$ cat config.mk
export PLATFORM = sky130hd
export DESIGN_NAME = geo_cmd_unpacker
export DESIGN_NICKNAME = d
export VERILOG_FILES = /design/src/rtl/geo_cmd_unpacker.sv
export SDC_FILE = /design/constraint.sdc
export NUM_CORES = 1
export LEC_CHECK = 0
export CORE_ASPECT_RATIO = 0.5
export CORE_MARGIN = 3
export CORE_UTILIZATION = 53
export DETAILED_ROUTE_END_ITERATION = 12
export GPL_ROUTABILITY_DRIVEN = 0
export GPL_TIMING_DRIVEN = 1
export HOLD_SLACK_MARGIN = 0.12
export PLACE_DENSITY = 0.92
export SYNTH_ARGS = -nofsm -noshare
export SYNTH_HDL_FRONTEND = slang
export SYNTH_SLANG_ARGS = --single-unit
export TNS_END_PERCENT = 5
$ cat constraint.sdc
create_clock -name clk -period 5.5 [get_ports clk]
set_input_delay 1.65 -clock clk [delete_from_list [all_inputs] [get_ports clk]]
set_output_delay 1.65 -clock clk [all_outputs]
set_load 0.02 [all_outputs]
$ cat src/rtl/geo_cmd_unpacker.sv
`default_nettype none
// ============================================================================
// Module      : geo_cmd_unpacker
// Description : Assembles 16-bit geometry command words (header plus 0..6
//               argument words) from a FWFT FIFO into one parallel command
//               on a valid/ready port. Drives the FIFO shift_out itself.
//               Optional macro GEO_CMD_TIMEOUT_EN enables dropping a partial
//               command after TIMEOUT_CYCLES consecutive empty-FIFO cycles.
// Revision    : 1.0 - initial release
// ============================================================================
module geo_cmd_unpacker #(
    parameter int COORD_BITS     = 12,
    parameter int TIMEOUT_CYCLES = 1024
) (
    input  logic                    clk,
    input  logic                    reset,
    input  logic                    in_valid,
    input  logic [15:0]             in_data,
    output logic                    in_shift,
    output logic                    cmd_valid,
    input  logic                    cmd_ready,
    output logic [3:0]              cmd_op,
    output logic [11:0]             cmd_param,
    output logic [6*COORD_BITS-1:0] cmd_args,
    output logic                    cmd_bad,
    output logic                    cmd_timeout
);

    typedef enum logic [1:0] {
        ST_IDLE = 2'd0,
        ST_ARGS = 2'd1,
        ST_OUT  = 2'd2
    } state_t;

    state_t                r_state;
    logic [3:0]            r_op;
    logic [11:0]           r_param;
    logic [COORD_BITS-1:0] r_args [6];
    logic                  r_bad;
    logic                  r_valid;
    logic [2:0]            r_remain;
    logic [2:0]            r_slot;

    logic                  w_take_hdr;
    logic                  w_take_arg;
    logic [2:0]            w_hdr_cnt;

`ifdef GEO_CMD_TIMEOUT_EN
    localparam int c_TMO_W = $clog2(TIMEOUT_CYCLES + 1);
    logic [c_TMO_W-1:0]    r_tmo_cnt;
    logic                  r_timeout;
`endif

    // Number of argument words that follow a header with the given opcode.
    function automatic logic [2:0] f_arg_count(input logic [3:0] op);
        case (op)
            4'd2:       f_arg_count = 3'd2;
            4'd3, 4'd4: f_arg_count = 3'd4;
            4'd5:       f_arg_count = 3'd6;
            default:    f_arg_count = 3'd0;
        endcase
    endfunction

    // A header is taken when idle, or when the held command leaves this cycle.
    // in_data is deliberately kept out of the in_shift cone.
    assign w_take_hdr = in_valid && ((r_state == ST_IDLE) ||
                                     ((r_state == ST_OUT) && cmd_ready));
    assign w_take_arg = in_valid && (r_state == ST_ARGS);
    assign in_shift   = w_take_hdr || w_take_arg;
    assign w_hdr_cnt  = f_arg_count(in_data[15:12]);

    // Command assembly state machine with registered command outputs.
    always_ff @(posedge clk or posedge reset) begin
        if (reset) begin
            r_state  <= ST_IDLE;
            r_op     <= '0;
            r_param  <= '0;
            r_bad    <= 1'b0;
            r_valid  <= 1'b0;
            r_remain <= '0;
            r_slot   <= '0;
            for (int i = 0; i < 6; i++) begin
                r_args[i] <= '0;
            end
`ifdef GEO_CMD_TIMEOUT_EN
            r_tmo_cnt <= '0;
            r_timeout <= 1'b0;
`endif
        end else begin
`ifdef GEO_CMD_TIMEOUT_EN
            r_timeout <= 1'b0;
`endif
            case (r_state)
                ST_ARGS: begin
                    if (w_take_arg) begin
                        r_args[r_slot] <= in_data[COORD_BITS-1:0];
                        r_slot         <= r_slot + 3'd1;
                        r_remain       <= r_remain - 3'd1;
`ifdef GEO_CMD_TIMEOUT_EN
                        r_tmo_cnt      <= '0;
`endif
                        if (r_remain == 3'd1) begin
                            r_state <= ST_OUT;
                            r_valid <= 1'b1;
                        end
                    end
`ifdef GEO_CMD_TIMEOUT_EN
                    // The FIFO has run dry too long: abandon the partial command.
                    else if (r_tmo_cnt == c_TMO_W'(TIMEOUT_CYCLES - 1)) begin
                        r_state   <= ST_IDLE;
                        r_timeout <= 1'b1;
                        r_tmo_cnt <= '0;
                    end else begin
                        r_tmo_cnt <= r_tmo_cnt + 1'b1;
                    end
`endif
                end
                ST_OUT: begin
                    if (cmd_ready && !in_valid) begin
                        r_state <= ST_IDLE;
                        r_valid <= 1'b0;
                    end
                end
                default: ;
            endcase

            // Header decode; in OUT this overlaps the handoff of the old command.
            if (w_take_hdr) begin
                r_op     <= in_data[15:12];
                r_param  <= in_data[11:0];
                r_bad    <= (in_data[15:12] > 4'd5);
                r_slot   <= '0;
                r_remain <= w_hdr_cnt;
                for (int i = 0; i < 6; i++) begin
                    r_args[i] <= '0;
                end
`ifdef GEO_CMD_TIMEOUT_EN
                r_tmo_cnt <= '0;
`endif
                if (w_hdr_cnt != 3'd0) begin
                    r_state <= ST_ARGS;
                    r_valid <= 1'b0;
                end else begin
                    r_state <= ST_OUT;
                    r_valid <= 1'b1;
                end
            end
        end
    end

    assign cmd_valid = r_valid;
    assign cmd_op    = r_op;
    assign cmd_param = r_param;
    assign cmd_bad   = r_bad;

    generate
        for (genvar k = 0; k < 6; k++) begin : g_args
            assign cmd_args[k*COORD_BITS +: COORD_BITS] = r_args[k];
        end
    endgenerate

`ifdef GEO_CMD_TIMEOUT_EN
    assign cmd_timeout = r_timeout;
`else
    assign cmd_timeout = 1'b0;
`endif

endmodule
`default_nettype wire

# Yosys cells after proc, flatten, opt, wreduce, memory -nomap -nowiden
# Cells that the tools add are included.
op_classes:
  reduce_logical: 16
  mux: 25
  n_lt_le_gt_ge: 3
  bitwise_logic: 1
  n_addsub: 2
  n_eq_ne: 10
op_table:
  columns: ["operator", "count"]
  rows:
  - ["$mux 72", 3]
  - ["$bwmux 72", 1]
  - ["$demux 12 s3", 1]
  - ["$mux 3", 6]
  - ["$mux 12", 1]
  - ["$mux 2", 5]
  - ["$pmux 3 s3", 1]
  - ["$eq 4x2->1 const B", 2]
  - ["$eq 4x3->1 const B", 2]
  - ["$ne 3x2->1 const B", 2]
  - ["$reduce_bool 3->1", 2]
  - ["$logic_and 1x1->1", 5]
  - ["$mux 1", 5]
  - ["$ge 4x4->1 const B", 1]
  - ["$gt 4x3->1 const B", 1]
  - ["$lt 4x1->1 const B", 1]
  - ["$not 3->4", 1]
  - ["$pmux 2 s2", 1]
  - ["$reduce_and 4->1", 1]
  - ["$reduce_bool 2->1", 2]
  - ["$add 3x1->3 const B", 1]
  - ["$eq 3x1->1 const B", 1]
  - ["$ne 3x3->1 const B", 1]
  - ["$sub 3x1->3 const B", 1]
  - ["8 further kinds", 9]
totals:
  elab_cells: 70
  ff_bits: 98
  input_bits: 20

# Longest topological paths before layout
# Gate-level depths: netlist of the first run.
depth:
  ltp_word: 9
  depth_mapped: 6
  depth_no_buf: 5

# Least setup slack after synthesis of the first run
# No wires, ideal clock.
synth_path:
  path_type: "in2out"
  startpoint: "input in_valid"
  endpoint: "output in_shift"
  setup_slack_ns: 1.104
  arrival_time_ns: 2.746
  path_stages: 4
  path_cell_list: "buf_2 > inv_1 > clkbuf_1 > o31ai_1"
synth_via:
  elab_chain_cells: 2
  elab_cells_between_ends: 3
  classes_between: "reduce/logical: 3"
synth_rtl:
  columns: ["item", "line", "text"]
  rows:
  - ["start, declared", "17", "input logic in_valid,"]
  - ["$logic_and 1x1->1, on equally long branches", "66, 68", null]
  - ["$logic_or 1x1->1 *", "69", "assign in_shift = w_take_hdr || w_take_arg;"]
  - ["end, declared", "19", "output logic in_shift,"]
# Mark *: on every way between the ends. The rest lies on a longest branch, timed or not.

# Worst setup path in the final report of the first run
# Ends and elaborated chain as after synthesis.

==> impl_metrics.yaml, run 1 <==
outcome:
  outcome: "complete, no violations"
floorplanning:
  placementRows: 22
  die_y_um: 70.5
  dieArea_um2: 9520
  io_pins: 112
  die_x_um: 135
  initial_utilization_pct: 57.3
  core_um2: 7710
power:
  power_switching_mw: 1.35
  leakage_nw: 2.65
  p_clk_share_pct: 16.6
  peakVddDrop_mv: 0.318
  pwr-share-seq_pct: 35.0
  power.density_nw_per_um2: 593
  swShare_pct: 39.1
  p_comb_share_pct: 48.4
  intPower_mw: 2.10
drt:
  drt-wirelength-per-cell_um: 19.6
  via_per_inst: 5.97
  drc: 0
  final_antenna_net_count: 0
  drtPass1Iterations: 4
  dr.first_iter.drc_count: 360
  via_count: 3582
  drt-total-wl_um: 11800
synthesis:
  synthCells: 398
  synth_area_um2: 4410
  syn_nets: 421
  synth_edf_count: 0
  synth_top_area_share_pct: 55.0
  synth_most_common_cell: "dfrtp_1"
  ys_ff_latch: 97
  ys_types: 35
  ys_top_cells_by_area: "dfrtp_1, mux2i_1, o31ai_1"
  ys_async_sr_fraction_pct: 100
  ys_seq_area_share_pct: 55.0
  yosysTopAreaCell: "dfrtp_1"
  ys.flop_type: "dfrtp_1"
  ys_warn_count: 0
  syn_avg_cell_area_um2: 11.1
  synthTopCellsByCount: "dfrtp_1, o31ai_1, mux2i_1"
placed_design:
  buffer_ports.inserted: 110
  dp_hpwl_um: 7740
  post-place-ws_ns: 0.589
  placed_cell_area_um2: 5550
clock_tree:
  cts-root-buf: "clkbuf_16"
  clock-sinks: 97
  htreeDepth: 3
  ctsLongestPathBuffers: 2
  cts_tree: "done"
  cts-buffers-inserted: 9
  post-cts-setup-buffers: 0
  ctsResizeCount: 0
  clk_pin_slew_worst_paths_ns: 0.06
  cts_hold_buf: 0
  clock_latency_ns: 0.34
timing:
  drv_slew: 0
  rsz0062_at_grt: "false"
  min_period_ns: 4.93
  whs_ns: 0.511
  worst_slew_pin_slew_ns: 1.18
  slew_headroom_pct: 21.4
  finalSetupViolations: 0
  setup_ws_ns: 0.574
  fin_crit_sh_pct: 89.6
  hold_viol: 0
  finClkSkew_ns: 0.00362
  fmax_mhz: 203
  tns_ns: 0
finish:
  fin_area_um2: 5810
  synthToLayoutAreaGrowth_pct: 31.8
  nNetsFinal: 511
  antenna_cells: 0
  drive_gt1_share_pct: 9.15
global_route:
  grt_pass1_vias: 3419
  grt-ovfl-total: 0
  grt_usage_pct: 25.2
  grt_max_degree: 69
  antenna_found_initial: 0
  grt_first_pass_wirelength_um: 18700
setup_path:
  path_class: "in -> out"
  cp-end-kind: "primary output"
  arrival_ns: 3.28
  crit_path_max_fanout: 3
  start_kind: "input pin"
  critPathRequiredTime_ns: 3.85
run:
  cap_violations: 0
hold_path:
  hp-class: "reg -> reg"
power groups by stage:
stage	logic, mW	clock network, mW	registers [mW]
CTS	1.68	0.581	1.20
detailed placement	1.67	0	1.21
finish	1.67	0.571	1.21
global route	1.79	0.607	1.24
global placement	1.63	0	1.20
floorplan	0.607	0	1.52
layout by cell type, fill, tap and decap left out, types with 2 or more instances in the layout:
| cell | count |
|---|---|
| a21oi_1 | 32 |
| mux2i_1 | 40 |
| nand2b_1 | 3 |
| inv_1 | 24 |
| clkbuf_1 | 3 |
| nand3b_1 | 3 |
| nand2_1 | 2 |
| nand4b_1 | 3 |
| o31ai_1 | 45 |
| or4_1 | 2 |
| buf_4 | 8 |
| and4b_1 | 2 |
| clkinvlp_4 | 2 |
| clkdlybuf4s50_1 | 110 |
| dfrtp_1 | 97 |
| nand3_1 | 37 |
| xnor2_1 | 2 |
| mux2_1 | 2 |
| ha_1 | 3 |
| clkbuf_16 | 9 |
| nor2_1 | 3 |
| o21ai_0 | 25 |
| mux2_2 | 16 |
| a21bo_2 | 5 |
worst max-delay path, stage by stage:
cell and delay, ns:
clkdlybuf4s50_1 0.48, inv_1 0.07, o31ai_1 0.39, clkdlybuf4s50_1 0.69
per-layer routing:
layer  track usage, %  routed length [µm]
met5                0                   0
met1             34.7                4950
met4             7.82                 229
met2             39.3                5700
met3             6.98                 886
cells by family after synthesis:
kind of cell / count (synthesis) / synth area share [%]
XOR/XNOR: 3 / 0.596
buffers and inverters: 64 / 5.98
AND/OR/NAND/NOR: 63 / 8.11
multiplexers: 58 / 13.7
adder cells (fa/ha/maj): 3 / 0.851
AO/OA/AOI/OAI: 109 / 15.7
flip-flops: 97 / 55.0
other: 1 / 0.0850
final timing paths:
check	from	to	slack [ns]	depth (start not counted)
setup reg to reg	r_slot[0]$_DFFE_PP0P_	cmd_args[38]$_DFFE_PP0P_	2.97	3
max in group asynchronous	reset	cmd_args[34]$_DFFE_PP0P_	2.74	3
min in group asynchronous	reset	cmd_args[1]$_DFFE_PP0P_	1.82	2
hold reg to reg	cmd_param[5]$_DFFE_PP0P_	cmd_param[5]$_DFFE_PP0P_	0.51	1
setup / recovery	in_valid	in_shift	0.57	4
hold / removal	cmd_param[5]$_DFFE_PP0P_	cmd_param[5]$_DFFE_PP0P_	0.51	1
registers in the layout, summed over array words and instances, names as in the netlist:
signal / count
r_slot: 3
r_remain: 3
cmd_param: 12
cmd_bad: 1
r_state: 2
cmd_args: 72
cmd_op: 4
layout make-up:
cell class	count	area, µm²
Clock buffer	13	250
Clock inverter	2	15.0
Fill cell	491	1890
Inverter	25	96.3
Multi-Input combinational cell	237	1730
Sequential cell	97	2430
Tap cell	108	135
Timing Repair Buffer	118	1160
per-stage QoR:
stage	total power, mW	std cells	util (%)
global placement	2.83	585	72.0
floorplan	2.12	398	-
global route	3.63	600	75.4
finish	3.45	600	75.4
CTS	3.47	600	75.4
detailed placement	2.88	585	72.0
Note: power is estimated with default switching activity, not from simulation.
==> inputs of run 2 (changes only) <==
CAP_MARGIN = 30   (was unset)
==> run 2 against run 1 <==
Compared with the run above:
- die area is the same
- via count grew 2.5%
- sequential share of layout area shrank 0.42 points
- clock skew grew 0.0064 ns
- hold slack lost 0.0015 ns
==> impl_metrics.yaml, run 2 (synthesized netlist as in run 1, its figures left out) <==
outcome:
  outcome: "complete, no violations"
finish:
  final_common_cell: "clkdlybuf4s50_1"
  nNetsFinal: 512
  antenna_cells: 0
  largest_register_ffs: 72
  layout_common_cells: "clkdlybuf4s50_1, dfrtp_1, o31ai_1, mux2i_1, nand3_1"
  drive_gt1_share_pct: 9.76
  synthToLayoutAreaGrowth_pct: 33.1
  final_cells: 600
global_route:
  grt-ovfl-total: 0
  use_met3_pct: 5.90
  grt_max_degree: 69
  grt_busiest_layer: "met2"
  met1_usage_pct: 35.9
  grt_usage_pct: 26.2
  antenna_found_initial: 0
  met2_usage_pct: 42.6
  grt_pass1_vias: 3558
  grt_first_pass_wirelength_um: 19500
power:
  peakVddDrop_mv: 0.318
  intPower_mw: 2.20
  power_switching_mw: 1.38
  pwr-share-seq_pct: 33.9
  power.density_nw_per_um2: 609
  p_clk_share_pct: 18.9
  leakage_nw: 2.68
  swShare_pct: 38.6
  total_power_mw: 3.58
  p_comb_share_pct: 47.2
setup_path:
  critPathRequiredTime_ns: 3.85
  crit_path_max_fanout: 3
  cp-end-kind: "primary output"
  start_kind: "input pin"
  arrival_ns: 3.31
  path_class: "in -> out"
floorplanning:
  io_pins: 112
  dieArea_um2: 9520
  die_x_um: 135
  initial_utilization_pct: 57.3
  core_um2: 7710
  placementRows: 22
  die_y_um: 70.5
drt:
  via_per_inst: 6.12
  drc: 0
  final_antenna_net_count: 0
  drt-wirelength-per-cell_um: 20.9
  drtPass1Iterations: 4
  drt-total-wl_um: 12500
  dr.first_iter.drc_count: 387
  via_count: 3670
placed_design:
  buffer_ports.inserted: 110
  dpl.cell_count: 586
  dp_hpwl_um: 7740
timing:
  drv_slew: 0
  rsz0062_at_grt: "false"
  fmax_mhz: 201
  finalSetupViolations: 0
  slew_headroom_pct: 35.7
  tns_ns: 0
  worst_slew_pin_slew_ns: 0.964
  min_period_ns: 4.96
  fin_crit_sh_pct: 90.2
  finClkSkew_ns: 0.0101
  hold_viol: 0
clock_tree:
  post-cts-setup-buffers: 0
  cts-buffers-inserted: 9
  clk_pin_slew_worst_paths_ns: 0.07
  htreeDepth: 3
  cts-root-buf: "clkbuf_16"
  ctsResizeCount: 0
  clock_latency_ns: 0.34
  ctsLongestPathBuffers: 2
  cts_hold_buf: 0
  clock-sinks: 97
  cts_tree: "done"
run:
  cap_violations: 0
hold_path:
  hp-class: "reg -> reg"
run 2: cell count changes in the layout (fill, tap and decap cells not counted), sizes merged:
cell and delta:
clkbuf -3, bufinv +2, clkinvlp -2, buf +1
clkinv +1, inv +1
run 2: power by group through the flow:
stage,sequential [mW],combinational [mW],clock (mW)
4_1_cts,1.20,1.70,0.677
6_report,1.21,1.69,0.676
3_5_place_dp,1.21,1.67,0
3_3_place_gp,1.20,1.63,0
2_1_floorplan,1.52,0.607,0
5_1_grt,1.24,1.79,0.709
run 2: worst paths after layout:
kind,start,to,slack (ns),cells past startpoint
hold reg to reg,cmd_op[0]$_DFFE_PP0P_,cmd_op[0]$_DFFE_PP0P_,0.51,1
setup reg to reg,r_state[0]$_DFFE_PP0P_,cmd_args[38]$_DFFE_PP0P_,2.95,4
hold / removal,cmd_op[0]$_DFFE_PP0P_,cmd_op[0]$_DFFE_PP0P_,0.51,1
max in group asynchronous,reset,cmd_param[2]$_DFFE_PP0P_,2.73,3
min in group asynchronous,reset,cmd_args[55]$_DFFE_PP0P_,1.85,2
setup / recovery,in_valid,in_shift,0.54,4
run 2: layout make-up:
type                       instances  area, µm²
clock buffer                      10        239
clock inverter                     4       77.6
fill                             488       1830
inverter                          25       96.3
multi-input combinational        237       1730
sequential                        97       2430
tap                              108        135
timing repair buffer             119       1170
run 2: metal layers:
metal  vias up  part of all wire, %
met5         -                    0
met3        29                  6.5
met1      1854                   43
li1       1618                    -
met4         0                  2.0
met2       169                   49
run 2: worst max-delay path, stage by stage:
cell and delay (ns):
clkdlybuf4s50_1 0.48, inv_1 0.06, o31ai_1 0.42, clkdlybuf4s50_1 0.69
run 2: metrics by stage:
stage               hold WS [ns]  setup WS, ns  utilization, %  area, µm²
floorplan                  0.478          1.10               -       4410
global placement           0.468         0.611            72.0       5550
detailed placement         0.497         0.581            72.1       5560
CTS                        0.512         0.521            76.2       5870
global route               0.522         0.439            76.2       5870
finish                     0.509         0.536            76.2       5870
==> inputs of run 3 (changes only) <==
CELL_PAD_IN_SITES_DETAIL_PLACEMENT = 1   (was unset)
CELL_PAD_IN_SITES_GLOBAL_PLACEMENT = 2   (was unset)
CORE_UTILIZATION = 33   (was 53)
PLACE_DENSITY = 0.91   (was 0.92)
==> run 3 against run 2 <==
Compared with the run above:
- combinational power is essentially flat
- sequential cell count unchanged
- core utilization shrank 30 points
- hold slack worse by 0.015 ns
- critical path type unchanged
- highest routed layer unchanged
==> impl_metrics.yaml, run 3 (synthesized netlist as in run 1, its figures left out) <==
timing:
  min_period_ns: 5.09
  drv_slew: 0
  finalSetupViolations: 0
  tns_ns: 0
  worst_slew_pin_slew_ns: 1.01
  hold_viol: 0
  slew_headroom_pct: 32.5
  fmax_mhz: 196
  fin_crit_sh_pct: 92.6
  rsz0062_at_grt: "false"
  finClkSkew_ns: 0.00838
finish:
  antenna_cells: 0
  drive_gt1_share_pct: 9.94
  nNetsFinal: 512
  multi_input_area_um2: 1730
  fill_cells: 1403
  largest_register_ffs: 72
  seqCellArea_um2: 2430
  layout_common_cells: "clkdlybuf4s50_1, dfrtp_1, o31ai_1, mux2i_1, nand3_1"
  synthToLayoutAreaGrowth_pct: 33.8
  final_common_cell: "clkdlybuf4s50_1"
clock_tree:
  clk_pin_slew_worst_paths_ns: 0.07
  clock_latency_ns: 0.34
  ctsLongestPathBuffers: 2
  cts_hold_buf: 0
  ctsResizeCount: 0
  post-cts-setup-buffers: 0
  clock-sinks: 97
  htreeDepth: 3
  cts-buffers-inserted: 9
  cts_tree: "done"
  cts-root-buf: "clkbuf_16"
drt:
  drc: 0
  via_per_inst: 5.33
  dr.first_iter.drc_count: 315
  drt-total-wl_um: 13400
  via_count: 3532
  drt-wirelength-per-cell_um: 20.3
  drtPass1Iterations: 4
  final_antenna_net_count: 0
setup_path:
  ff2ff_path_depth: 4
  start_kind: "input pin"
  arrival_ns: 3.44
  critPathRequiredTime_ns: 3.85
  cp-end-kind: "primary output"
  worstReg2RegStart: "r_state[0]$_DFFE_PP0P_"
  crit_path_max_fanout: 8
  path_class: "in -> out"
  crit_start: "in_valid"
placed_design:
  buffer_ports.inserted: 110
  dp_hpwl_um: 8950
floorplanning:
  initial_utilization_pct: 34.3
  io_pins: 112
  placementRows: 29
  die_y_um: 87.8
  die_x_um: 170
  core_um2: 12900
  dieArea_um2: 14900
power:
  leakage_nw: 2.65
  peakVddDrop_mv: 0.191
  total_power_mw: 3.48
  power.density_nw_per_um2: 590
global_route:
  antenna_found_initial: 0
  grt-ovfl-total: 0
  grt_max_degree: 59
  grt_first_pass_wirelength_um: 21200
  grt_usage_pct: 18.4
  grt_pass1_vias: 3711
hold_path:
  hp-class: "reg -> reg"
  hold_path_depth: 1
  min-delay-start: "cmd_op[2]$_DFFE_PP0P_"
run:
  cap_violations: 0
outcome:
  outcome: "complete, no violations"
[run 3: metal layers]
layer	share of wire [%]	GRT usage [%]
met1	47	25.4
met2	49	30.8
met3	3.6	3.65
met4	0.55	3.19
met5	0	0
[run 3: worst paths after layout]
path | end | slack [ns]
max in group asynchronous | cmd_args[55]$_DFFE_PP0P_ | 2.92
min in group asynchronous | cmd_args[9]$_DFFE_PP0P_ | 1.79
max reg2reg | cmd_args[36]$_DFFE_PP0P_ | 2.94
min reg2reg | cmd_op[2]$_DFFE_PP0P_ | 0.49
max | in_shift | 0.41
min | cmd_op[2]$_DFFE_PP0P_ | 0.49
[run 3: power breakdown]
| part | total, mW | internal, mW | switching, mW |
|---|---|---|---|
| Sequential | 1.20 | 1.01 | 0.187 |
| Clock | 0.588 | 0.305 | 0.283 |
| Combinational | 1.69 | 0.771 | 0.922 |
| Total | 3.48 | 2.09 | 1.39 |
[run 3: per-stage QoR]
step / std cells / worst slack (ns) / util, % / instance area (µm²) / hold slack, ns
floorplan: 398 / 1.10 / - / 4410 / 0.478
detailed placement: 648 / 0.406 / 43.7 / 5630 / 0.485
CTS: 663 / 0.393 / 45.8 / 5900 / 0.501
global route: 663 / 0.283 / 45.8 / 5900 / 0.503
finish: 663 / 0.405 / 45.8 / 5900 / 0.495
global placement: 648 / 0.444 / 43.7 / 5630 / 0.474
[run 3: final cells by class]
cell class	instances	area share [%]
flip-flops and latches	97	41.1
multi-input cells	237	29.3
repair buffers	119	19.8
clock buffers	9	3.82
well taps	170	3.60
inverters	25	1.63
clock inverters	6	0.742
[run 3: worst max-delay path, stage by stage]
cell             delay, ns
clkdlybuf4s50_1       0.50
buf_4                 0.16
nand3b_1              0.23
o31ai_1               0.22
clkdlybuf4s50_1       0.69
